### config.mk
export PLATFORM = sky130hd
export DESIGN_NAME = fetch_unit
export DESIGN_NICKNAME = d
export VERILOG_FILES = /design/src/rtl/fetch_unit.sv
export SDC_FILE = /design/constraint.sdc
export NUM_CORES = 1
export LEC_CHECK = 0
export BUFFER_PORTS_ARGS = -buffer_cell sky130_fd_sc_hd__buf_2
export CORE_MARGIN = 2
export CORE_UTILIZATION = 42
export CTS_CLUSTER_SIZE = 40
export DETAILED_ROUTE_END_ITERATION = 10
export PLACE_DENSITY = 0.79
export SYNTH_ARGS = -nofsm -noshare
export SYNTH_HDL_FRONTEND = slang
export SYNTH_SLANG_ARGS = --single-unit
### constraint.sdc
create_clock -name clk -period 2.3 [get_ports clk]
set_clock_uncertainty 0.1 [all_clocks]
set_input_delay 0.115 -clock clk [delete_from_list [all_inputs] [get_ports clk]]
set_output_delay 0.115 -clock clk [all_outputs]
set_load 0.01 [all_outputs]
### src/rtl/fetch_unit.sv
`default_nettype none
// +--------------------------------------------------------------------------+
// | Module   : fetch_unit                                                    |
// | Purpose  : Instruction fetch stage. Drives a 5-bit word address to a     |
// |            combinational instruction memory and latches the returned     |
// |            word into the fetch/decode register. It also handles stall,   |
// |            jr/jump/branch redirects and a halt instruction.              |
// |            State updates on the falling edge of clk.                     |
// | Ports    : clk            - clock (falling-edge active)                   |
// |            reset          - asynchronous, active-low reset                |
// |            instruction    - memory word at address pc                    |
// |            pc             - word address to instruction memory           |
// |            stall          - downstream not ready, hold fetch             |
// |            branch_taken / branch_offset - pc-relative branch             |
// |            jump / jump_target           - absolute jump                  |
// |            jr / jr_target               - register jump                  |
// |            ifid_instr / ifid_pc_plus1 / ifid_valid - fetch/decode reg    |
// |            halted         - halt instruction reached                     |
// |            stalled        - fetch held by stall                          |
// |            fetch_count    - saturating count of delivered instructions   |
// | Revision : 1.0 - initial release                                         |
// +--------------------------------------------------------------------------+
module fetch_unit (
  input  logic        clk,
  input  logic        reset,
  input  logic [31:0] instruction,
  output logic [4:0]  pc,
  input  logic        stall,
  input  logic        branch_taken,
  input  logic [15:0] branch_offset,
  input  logic        jump,
  input  logic [25:0] jump_target,
  input  logic        jr,
  input  logic [31:0] jr_target,
  output logic [31:0] ifid_instr,
  output logic [4:0]  ifid_pc_plus1,
  output logic        ifid_valid,
  output logic        halted,
  output logic        stalled,
  output logic [7:0]  fetch_count
);

  localparam logic [31:0] C_HALT_WORD = 32'h0000_000C;
  localparam logic [7:0]  C_CNT_MAX   = 8'hFF;

  typedef enum logic [1:0] {
    S_BOOT = 2'd0,
    S_RUN  = 2'd1,
    S_HOLD = 2'd2,
    S_HALT = 2'd3
  } state_t;

  state_t      r_state;
  logic [4:0]  r_pc;
  logic [31:0] r_ifid_instr;
  logic [4:0]  r_ifid_pc_plus1;
  logic        r_ifid_valid;
  logic        r_halted;
  logic        r_stalled;
  logic [7:0]  r_fetch_count;

  logic        w_redirect;
  logic [4:0]  w_target;
  logic [4:0]  w_pc_plus1;
  logic        w_is_halt;
  logic [7:0]  w_count_next;
  logic        w_unused_bits;

  // Only the low five bits of the target/offset inputs address the 32-word
  // memory. For the branch, the offset's low five bits give the same result
  // mod 32 as the full signed offset.
  assign w_unused_bits = ^{branch_offset[15:5], jump_target[25:5], jr_target[31:5]};

  always_comb begin
    w_redirect   = jr | jump | branch_taken;
    w_pc_plus1   = r_pc + 5'd1;
    w_is_halt    = (instruction == C_HALT_WORD);
    w_count_next = (r_fetch_count == C_CNT_MAX) ? r_fetch_count : r_fetch_count + 8'd1;
    // Priority: jr > jump > branch. The 5-bit add wraps modulo 32.
    if (jr) begin
      w_target = jr_target[4:0];
    end else if (jump) begin
      w_target = jump_target[4:0];
    end else begin
      w_target = r_ifid_pc_plus1 + branch_offset[4:0];
    end
  end

  always_ff @(negedge clk or negedge reset) begin
    if (!reset) begin
      r_state         <= S_BOOT;
      r_pc            <= 5'd0;
      r_ifid_instr    <= 32'd0;
      r_ifid_pc_plus1 <= 5'd0;
      r_ifid_valid    <= 1'b0;
      r_halted        <= 1'b0;
      r_stalled       <= 1'b0;
      r_fetch_count   <= 8'd0;
    end else begin
      case (r_state)
        S_BOOT: begin
          // First edge after reset release only arms the fetch.
          r_state   <= S_RUN;
          r_stalled <= 1'b0;
        end
        S_RUN, S_HOLD: begin
          if (w_redirect) begin
            // Redirect overrides stall and any halt word being presented.
            r_pc         <= w_target;
            r_ifid_valid <= 1'b0;
            r_ifid_instr <= 32'd0;
            r_state      <= S_RUN;
            r_stalled    <= 1'b0;
          end else if (stall) begin
            r_state   <= S_HOLD;
            r_stalled <= 1'b1;
          end else begin
            r_ifid_instr    <= instruction;
            r_ifid_pc_plus1 <= w_pc_plus1;
            r_ifid_valid    <= 1'b1;
            r_fetch_count   <= w_count_next;
            r_stalled       <= 1'b0;
            if (w_is_halt) begin
              // Halt word is delivered once; pc freezes on its address.
              r_state  <= S_HALT;
              r_halted <= 1'b1;
            end else begin
              r_pc    <= w_pc_plus1;
              r_state <= S_RUN;
            end
          end
        end
        S_HALT: begin
          r_ifid_valid <= 1'b0;
          r_halted     <= 1'b1;
          r_stalled    <= 1'b0;
        end
        default: begin
          r_state <= S_BOOT;
        end
      endcase
    end
  end

  assign pc            = r_pc;
  assign ifid_instr    = r_ifid_instr;
  assign ifid_pc_plus1 = r_ifid_pc_plus1;
  assign ifid_valid    = r_ifid_valid;
  assign halted        = r_halted;
  assign stalled       = r_stalled;
  assign fetch_count   = r_fetch_count;

endmodule
`default_nettype wire

# Word-level counts from Yosys, hierarchy flattened
# Index checks and enable logic that the tools add are counted.
classes:
  add_sub_neg: 3
  eq_ne: 11
  mux: 21
  bitwise_logic: 5
  reduce_logical: 11
ops:
  columns: ["operator", "n"]
  rows:
  - ["$mux 32", 2]
  - ["$eq 32x4->1 const B", 1]
  - ["$mux 5", 5]
  - ["$add 8x1->8 const B", 1]
  - ["$eq 8x8->1 const B", 1]
  - ["$ne 2x2->1 const B", 4]
  - ["$reduce_and 4->1", 2]
  - ["$mux 1", 7]
  - ["$mux 2", 3]
  - ["$pmux 1 s2", 3]
  - ["$reduce_and 3->1", 2]
  - ["$add 5x1->5 const B", 1]
  - ["$add 5x5->5", 1]
  - ["$eq 2x2->1 const B", 2]
  - ["$pmux 2 s2", 1]
  - ["$reduce_and 2->1", 2]
  - ["$reduce_bool 2->1", 2]
  - ["$reduce_or 2->1", 2]
  - ["$ne 3x3->1 const B", 1]
  - ["$not 1->1", 3]
  - ["$eq 2x1->1 const B", 1]
  - ["$logic_not 2->1", 1]
  - ["$ne 2x1->1 const B", 1]
  - ["$or 1x1->1", 2]
totals:
  register_bits: 55
  in_bits: 112
  out_inout_bits: 53
  wordCells: 59

# Depth between registers and ports, before layout
logic_depth:
  word_depth: 5
  mapped_depth: 8
  mapped_depth_nobuf: 8

==> reports/results.tsv <==
metric	value	unit
ys.flop_type	dfrtn_1	
grt_pass1_vias	2369	
hold_depth	1	
crit_chain	buf_6, nor4_4, buf_4, nand3_4, nor4_4, nor2_4, mux2_4	
maxCapViolCount	0	
synth.most_common_cell	dfrtn_1	
slew_viol_final	0	
drt_wl_total	7120	um
r2r_start	ifid_pc_plus1[0]	
netlist_instances	221	
hold_path.startpoint	ifid_instr[24]	
route.vias.total	2371	
cp-end-kind	flip-flop	
synth-edff-count	0	
crit_cells	7	
clk_pin_slew_worst_paths	0.07	ns
cp_top_family	simple AND/OR/NAND/NOR gates	
violations	setup timing	
die_w	82.4	um
dieArea	6790	um^2
power.density	649	nW/um^2
h-tree-depth	2	
clock_power_share	22.0	%
status	complete, but fails checks	
pin_count	165	
core	5920	um^2
wl_per_cell	15.5	um
yosysSeqAreaShare	53.3	%
ys.warnings.count	0	
required	1.20	ns
clock-root-buffer	clkbuf_8	
die_y	82.4	um
cts_tree	built	
p_leak	2.10	nW
setup_slack	-0.309	ns
netSwitchingPower	0.801	mW
initial_core_util	43.6	%
worst_pin_slew	0.335	ns
clk_path_buf_depth	2	
hold_class	reg2reg	
holdWs	0.349	ns
relSlewSlack	77.7	%
fin_nets	505	
drt_iter0_drc	97	
clk-insertion-delay-late	0.30	ns
antenna_left	0	
switching_share	31.7	%
antenna_cells	0	
grt_antenna_before_repair	0	
grt_pass1_wl	10700	um
seqPwrFrac	44.8	%
portBuffers	105	
rsz0062_at_grt	true	
rows	28	
r2r_setup_slack	0.20	ns
synth_area	2580	um^2
setup_viol_count_final	14	
cpMaxStageDelayCell	nor4_4	
dp_hpwl	5090	um
drive_gt1_share	52.5	%
final_hold_viol_count	0	
worstReg2RegEnd	pc[1]	
drc	0	
crit_fanout	5	
syn-num-nets	342	
dr.pass1.iters	4	
combPwrFrac	33.2	%
setup.worst_path.class	in2reg	
worstHoldEndpoint	ifid_instr[24]	
numCtsBuffers	5	
gp_congestion	0.875	
grt_max_degree	56	
synth_top_area_share	53.3	%
ys_types	40	
synth_top_cell_by_area	dfrtn_1	
peakVddDrop	0.411	mV
cp-start-kind	primary input	
crit_top_cell	nor4_4	
crit_arrival	1.51	ns
internal_power	1.73	mW
ys_top_cells_by_count	dfrtn_1 (55), a22o_1 (32), nand2_1 (17)	
final.setup.tns	-1.82	ns
synthTopCellsByArea	dfrtn_1 (53%), a22o_1 (11%), ha_1 (3.9%)	
ys_ff_latch	55	
async_reset_ff_share	100	%
final_core_util	65.8	%
post-place-ws	-0.658	ns
cp_slowest_stage_delay	0.37	ns
gr-usage-all-layers	20.5	%
path_buf_inv	2	
r2r_cells	9	
via_per_inst	5.15	
clock_sinks	55	
grt.overflow.total	0	
syn2layout_area_growth	51.0	%
avgSynthCellArea	11.7	um^2
-- stage by stage --
stage                     total power [mW]  cells  cell area, um^2
after global placement                1.84    432             3540
after detailed placement              1.86    432             3540
after CTS                             2.47    449             3770
after floorplan                       1.54    221             2690
final                                 2.53    460             3900
after global routing                  2.67    460             3900
-- worst max path at each step --
stage	slack, ns	start	endpoint
after floorplan	-0.44	branch_offset[0]	pc[1]
after global placement	-0.63	instruction[13]	pc[1]
after detailed placement	-0.66	instruction[17]	pc[1]
after CTS	-0.30	instruction[6]	pc[2]
after global routing	-0.37	branch_offset[0]	pc[1]
final	-0.31	instruction[6]	pc[2]
-- cell type report --
cell class | count | area, um^2
clock buffers | 5 | 68.8
clock inverters | 3 | 22.5
fillers | 488 | 2020
inverters | 9 | 33.8
multi-input cells | 146 | 1220
flip-flops and latches | 55 | 1380
well taps | 75 | 93.8
repair buffers | 167 | 1080
-- registers in the layout (all words and copies together) (netlist names) --
| name | count |
|---|---|
| pc | 5 |
| fetch_count | 8 |
| halted | 1 |
| ifid_valid | 1 |
| ifid_instr | 32 |
| r_state | 2 |
| ifid_pc_plus1 | 5 |
| stalled | 1 |
-- power groups by stage --
stage,registers [mW],clock network (mW),logic (mW)
finish,1.13,0.556,0.839
global route,1.14,0.606,0.921
CTS,1.14,0.575,0.755
detailed placement,1.17,0,0.688
global placement,1.17,0,0.671
floorplan,1.21,0,0.326
-- placed cells by master, fill, tap and decap left out, drive strengths merged, types with 6 or more instances in the layout --
master,n
a21oi,10
a22o,32
buf,167
dfrtn,55
ha,8
inv,11
nand2,17
nor2,14
nor4,8
o21ai,6
xnor2,9
-- what timing repair did --
item | 4_1_cts | 5_1_grt
gates resized for setup | 18 | 12
hold buffers | 0 | 0
endpoints found under the setup margin | 24 | 58
pin swaps | 13 | 7
buffers inserted | 9 | 12
-- metal layers --
layer,vias up,wire [um],GRT usage [%]
met5,-,0,0
met4,0,121,8.17
met3,12,327,3.59
met2,67,3720,35.5
met1,1165,2940,25.5
li1,1127,-,-
-- cell families (layout without fill, tap and decap cells) --
family                     count (synthesis)  count (layout)  share of synthesized area (%)
muxes                                      7               7                           3.54
adders and majority gates                  9               9                           4.66
xor gates and xnor gates                  14              14                           4.75
buffers and inverters                     20             184                           3.69
DFF                                       55              55                           53.3
and+or+nand+nor                           58              58                           12.8
AOI/OAI and AO/OA                         58              58                           17.3
(Power assumes the default switching activity.)
